===== src/rtl/rate_meter_pkg.sv =====
// rate_meter_pkg : shared state encoding and default sizes for the rate meter (rev 1.0).
`default_nettype none

package rate_meter_pkg;

  typedef enum logic [1:0] {
    RM_IDLE    = 2'd0,
    RM_ARM     = 2'd1,
    RM_MEASURE = 2'd2
  } rm_state_e;

  localparam int RM_WIDTH_DEFAULT      = 32;
  localparam int RM_GATE_WIDTH_DEFAULT = 24;

endpackage

`default_nettype wire


===== src/rtl/rate_meter_window_timer.sv =====
// window_timer : loadable gate-window down-counter; a load value of 0 is taken as 1 (rev 1.0).
`default_nettype none

module window_timer
  import rate_meter_pkg::*;
#(
  parameter int GATE_WIDTH = RM_GATE_WIDTH_DEFAULT
) (
  input  logic                  clk,
  input  logic                  rst,
  input  logic                  load,
  input  logic [GATE_WIDTH-1:0] value,
  input  logic                  run,
  output logic                  last
);

  logic [GATE_WIDTH-1:0] count;

  // Load wins over run so a window can be reloaded in its final cycle.
  always_ff @(posedge clk or posedge rst) begin
    if (rst) begin
      count <= '0;
    end else if (load) begin
      count <= (value == '0) ? GATE_WIDTH'(1) : value;
    end else if (run && (count != '0)) begin
      count <= count - GATE_WIDTH'(1);
    end
  end

  assign last = (count == GATE_WIDTH'(1));

endmodule

`default_nettype wire


===== src/rtl/rate_meter.sv =====
// rate_meter : counts upstream edges over back-to-back gate windows and publishes a rate sample (rev 1.0).
// Define RATE_MAX_EN to build the peak-rate tracker driving rate_max_o.
`default_nettype none

module rate_meter
  import rate_meter_pkg::*;
#(
  parameter int WIDTH      = RM_WIDTH_DEFAULT,
  parameter int GATE_WIDTH = RM_GATE_WIDTH_DEFAULT
) (
  input  logic                  clk_i,
  input  logic                  rst_i,
  input  logic [WIDTH-1:0]      count_i,
  input  logic                  enable_i,
  input  logic                  clear_i,
  input  logic [GATE_WIDTH-1:0] gate_cycles_i,
  output logic [WIDTH-1:0]      rate_o,
  output logic                  rate_valid_o,
  output logic [WIDTH-1:0]      rate_max_o,
  output logic                  busy_o
);

  rm_state_e        state;
  rm_state_e        state_next;
  logic [WIDTH-1:0] baseline;
  logic [WIDTH-1:0] delta;
  logic             timer_load;
  logic             timer_run;
  logic             timer_last;
  logic             capture;
  logic             publish;
  logic             busy_next;

  window_timer #(
    .GATE_WIDTH(GATE_WIDTH)
  ) u_timer (
    .clk  (clk_i),
    .rst  (rst_i),
    .load (timer_load),
    .value(gate_cycles_i),
    .run  (timer_run),
    .last (timer_last)
  );

  // Unsigned modulo subtraction absorbs an upstream wrap inside one window.
  assign delta = count_i - baseline;

  always_ff @(posedge clk_i or posedge rst_i) begin
    if (rst_i) begin
      state <= RM_IDLE;
    end else begin
      state <= state_next;
    end
  end

  always_comb begin
    state_next = state;
    timer_load = 1'b0;
    timer_run  = 1'b0;
    capture    = 1'b0;
    publish    = 1'b0;
    busy_next  = busy_o;
    case (state)
      RM_IDLE: begin
        if (enable_i) begin
          state_next = RM_ARM;
        end
      end
      RM_ARM: begin
        timer_load = 1'b1;
        capture    = 1'b1;
        busy_next  = 1'b1;
        state_next = RM_MEASURE;
      end
      RM_MEASURE: begin
        timer_run = 1'b1;
        // A clear restarts the window and suppresses any sample due this cycle.
        if (clear_i) begin
          timer_load = 1'b1;
          capture    = 1'b1;
        end else if (timer_last) begin
          publish    = 1'b1;
          timer_load = 1'b1;
          capture    = 1'b1;
        end
        if (!enable_i) begin
          state_next = RM_IDLE;
          busy_next  = 1'b0;
        end
      end
      default: begin
        state_next = RM_IDLE;
        busy_next  = 1'b0;
      end
    endcase
  end

  always_ff @(posedge clk_i or posedge rst_i) begin
    if (rst_i) begin
      baseline     <= '0;
      rate_o       <= '0;
      rate_valid_o <= 1'b0;
      busy_o       <= 1'b0;
    end else begin
      rate_valid_o <= publish;
      busy_o       <= busy_next;
      if (capture) begin
        baseline <= count_i;
      end
      if (clear_i) begin
        rate_o <= '0;
      end else if (publish) begin
        rate_o <= delta;
      end
    end
  end

`ifdef RATE_MAX_EN
  logic [WIDTH-1:0] rate_max;

  always_ff @(posedge clk_i or posedge rst_i) begin
    if (rst_i) begin
      rate_max <= '0;
    end else if (clear_i) begin
      rate_max <= '0;
    end else if (publish && (delta > rate_max)) begin
      rate_max <= delta;
    end
  end

  assign rate_max_o = rate_max;
`else
  assign rate_max_o = '0;
`endif

endmodule

`default_nettype wire


===== config.mk =====
export PLATFORM = sky130hd
export DESIGN_NAME = rate_meter
export DESIGN_NICKNAME = d
export VERILOG_FILES = /design/src/rtl/rate_meter_pkg.sv /design/src/rtl/rate_meter_window_timer.sv /design/src/rtl/rate_meter.sv
export SDC_FILE = /design/constraint.sdc
export NUM_CORES = 1
export LEC_CHECK = 0
export CAP_MARGIN = 25
export CORE_UTILIZATION = 49
export CTS_BUF_LIST = sky130_fd_sc_hd__clkbuf_8
export CTS_CLUSTER_DIAMETER = 80
export CTS_CLUSTER_SIZE = 16
export DETAILED_ROUTE_END_ITERATION = 10
export GPL_ROUTABILITY_DRIVEN = 1
export GPL_TIMING_DRIVEN = 0
export PLACE_DENSITY = 0.8
export SLEW_MARGIN = 20
export SYNTH_ARGS = -nofsm -noshare
export SYNTH_HDL_FRONTEND = slang
export SYNTH_SLANG_ARGS = --single-unit
export TNS_END_PERCENT = 5

===== constraint.sdc =====
create_clock -name clk_i -period 3 [get_ports clk_i]
set_clock_uncertainty 0.2 [all_clocks]
set_input_delay 0.3 -clock clk_i [delete_from_list [all_inputs] [get_ports clk_i]]
set_output_delay 0.3 -clock clk_i [all_outputs]
set_load 0.1 [all_outputs]

==> summary.txt <==
Status
  • Failing checks: setup timing
  • Status: complete, but fails checks

Clock network
  • Root buffer cell: clkbuf_8
  • TritonCTS Buffers: 9
  • CTS clk-pin slew, worst paths: 0.09 ns
  • CTS max path bufs: 2
  • CTS tree: built
  • Skew-Pair Late Insertion Delay: 0.39 ns
  • TritonCTS Sinks: 92
  • H-tree levels: 3
  • CTS Hold Bufs: 0

Global route
  • Number of global-route vias before repair: 5091
  • First-pass GRT wire length: 23690 um
  • Initial antenna violation count: 0
  • Largest net degree at the start of global routing: 54
  • Global route total overflow: 0
  • Gr usage total: 0.2321

Placed design
  • Pre-CTS worst setup slack: -0.6409 ns
  • Port Buf Inserts: 92
  • Cell Area, Placed: 7430 um^2
  • RePlAce Congestion: 0.8656
  • DP HPWL: 11080 um

Power and ir drop
  • Comb power frac: 0.596
  • Design Power: 6.843 mW
  • Clock power share: 0.122
  • Net Sw Frac: 0.4301
  • Int Power: 3.900 mW
  • Leakage power total: 3.624 nW
  • PwrDens: 865.0 nW/um^2
  • Reg power frac: 0.282
  • VDD IR-drop max: 0.0005260 V
  • Net Switching: 2.943 mW

Floorplanning
  • Die ar.: 13000 um^2
  • Die Ht: 114.0 um
  • Top Ports: 126
  • FP Rows: 40
  • Width of the chip: 114.0 um
  • Core box area: 12110 um^2
  • Initial Util: 0.5077

Critical path
  • CP arrival: 3.16 ns
  • Crit Reg-Reg Startpoint: baseline[0]$_DFFE_PP0P_
  • Worst Setup End Kind: flip-flop
  • Worst-path fanout max: 4
  • Worst EP required: 3.13 ns
  • Crit path launch: baseline[0]$_DFFE_PP0P_
  • Startpoint types: flip-flop
  • Crit Path Category: reg2reg
  • Max stage delay cell, worst path: or4_1
  • Largest stage delay on the critical path: 0.47 ns
  • Crit path cell chain: ha_4 -> fa_2 -> nor2b_4 -> o31ai_4 -> a211oi_2 -> o2111ai_2 -> a21oi_2 -> o21a_1 -> o21ai_2 -> or4_1 -> nand4_1

Layout
  • Antenna cell count: 0
  • P&R area growth vs syn: 28.65%
  • Layout cell share with drive strength beyond 1: 0.1667
  • Commonest non-fill, non-tap cell in the layout: dfrtp_1
  • Fill count: 1026
  • Final-stage net count: 918
  • Finished Cell Area: 7911 um^2
  • Commonest non-fill, non-tap cells in the layout: 92 x dfrtp_1, 91 x clkdlybuf4s50_1, 64 x a21oi_1

Yosys
  • Synth cell types: 55
  • Yosys warns: 0
  • Post-synth EDFFs: 0
  • Async SR Flop Fraction: 1.000
  • #FFs+latches synth: 92
  • Post-synth top flop: dfrtp_1
  • Synthesized area: 6150 um^2
  • Post-synthesis sequential area ratio: 0.3744
  • Syn avg cell area: 9.192 um^2
  • Synthesized instance count: 669

Routing
  • Residual DRC: 0
  • Vias per cell: 5.336
  • DR vias: 5283
  • Initial DRT Pass Iterations: 5
  • Starting DRT DRC Count: 286
  • Final WL: 14990 um
  • Post-route ant nets: 0
  • Routed len/inst: 15.14 um

Timing
  • Total Neg Setup Slack: -0.03773 ns
  • Tmin final: 3.036 ns
  • Max-slew headroom: 0.3157
  • Pins Over Slew Limit: 0
  • Final Hold Viols: 0
  • Final WS setup: -0.03632 ns
  • Achievable Freq: 0.3293 GHz
  • RSZ-0062 raised after global routing: true
  • Worst-Margin Slew: 1.023 ns
  • Final Cycle Share: 1.012
  • Worst hold slack: 0.07483 ns
  • Final setup vio count: 2

Run
  • Max_cap viols: 0

Worst hold path
  • Hold Path Class: in2async
==> synth_stat cells (6+ instances only) <==
library cell / instances / area [um^2]
a21oi_1: 69 / 345.3
and4_1: 6 / 52.55
nor2_1: 63 / 236.5
mux2_4: 28 / 420.4
o31ai_1: 6 / 45.04
xor2_1: 11 / 96.34
nor2b_1: 7 / 43.79
o21ai_0: 18 / 90.09
nand2_1: 64 / 240.2
inv_1: 49 / 183.9
buf_4: 33 / 247.7
xnor2_1: 30 / 262.8
o21a_1: 11 / 82.58
a21o_1: 12 / 90.09
or4_1: 8 / 60.06
ha_1: 39 / 488.0
nor4_1: 10 / 62.56
nor3_1: 9 / 45.04
nand3_1: 16 / 80.08
dfrtp_1: 92 / 2302
clkbuf_1: 13 / 48.80
a31oi_1: 7 / 43.79
==> layer usage <==
layer | track usage | vias up | wire [um] | part of all wire
met4 | 0.08312 | 0 | 252 | 0.017
met3 | 0.04676 | 21 | 845 | 0.056
met1 | 0.2963 | 2525 | 6618 | 0.44
met2 | 0.3907 | 177 | 7275 | 0.49
met5 | 0 | - | 0 | 0
li1 | - | 2560 | - | -
==> stage by stage <==
| step | utilization | instances |
|---|---|---|
| finish | 0.6532 | 990 |
| global route | 0.6532 | 990 |
| CTS | 0.6384 | 981 |
| detailed placement | 0.6134 | 961 |
| global placement | 0.6107 | 960 |
| floorplan | - | 700 |
==> final timing paths <==
path / slack (ns) / end / depth (start not counted)
hold reg to reg: 0.32 / baseline[27]$_DFFE_PP0P_ / 1
hold / removal: 0.07 / busy_o$_DFFE_PP0P_ / 2
max in group asynchronous: 1.93 / baseline[25]$_DFFE_PP0P_ / 3
min in group clk_i: 0.16 / baseline[0]$_DFFE_PP0P_ / 4
setup reg to reg: -0.04 / rate_o[24]$_DFFE_PP0P_ / 11
setup / recovery: -0.04 / rate_o[24]$_DFFE_PP0P_ / 11
==> power by group through the flow <==
| stage | registers, mW | logic [mW] | clock network, mW |
|---|---|---|---|
| after floorplan | 1.91 | 2.99 | 0 |
| after global placement | 1.91 | 3.58 | 0 |
| after detailed placement | 1.94 | 3.71 | 0 |
| after CTS | 1.93 | 3.84 | 0.848 |
| after global routing | 1.98 | 4.43 | 0.904 |
| final | 1.93 | 4.08 | 0.837 |
==> logic make-up after synthesis <==
family	share of synthesized area
buffers and inverters	0.08891
multiplexers	0.08382
adder cells (fa/ha/maj)	0.08260
other	0.0006098
XOR/XNOR	0.05839
AND/OR/NAND/NOR	0.1666
flip-flops	0.3744
AO/OA/AOI/OAI	0.1447
==> layout make-up <==
type	instances	area (um^2)	share of cell area
buffer	53	379.1	0.04792
sequential	92	2302	0.2910
timing repair buffer	107	1056	0.1335
inverter	49	188.9	0.02388
tap	168	210.2	0.02657
clock buffer	9	123.9	0.01566
multi-input combinational	506	3593	0.4542
clock inverter	6	57.56	0.007275
==> critical path: cells and delay by family, from the launching register on <==
family / cells / cell delay, ns
AO/OA/AOI/OAI: 6 / 1.04
AND/OR/NAND/NOR: 3 / 0.73
adder cells (fa/ha/maj): 2 / 0.58
flip-flops: 1 / 0.42
==> state kept, by name (all words and copies together) (netlist names) <==
signal         flops
baseline          32
rate_o            32
u_timer.count     24
state              2
busy_o             1
rate_valid_o       1
==> timing repair <==
item                       CTS  global route
buffers inserted             5             9
pin swaps                    5            16
setup endpoints to repair   87            84
gates resized for setup     18            32
Power figures use the tool's default switching activity.
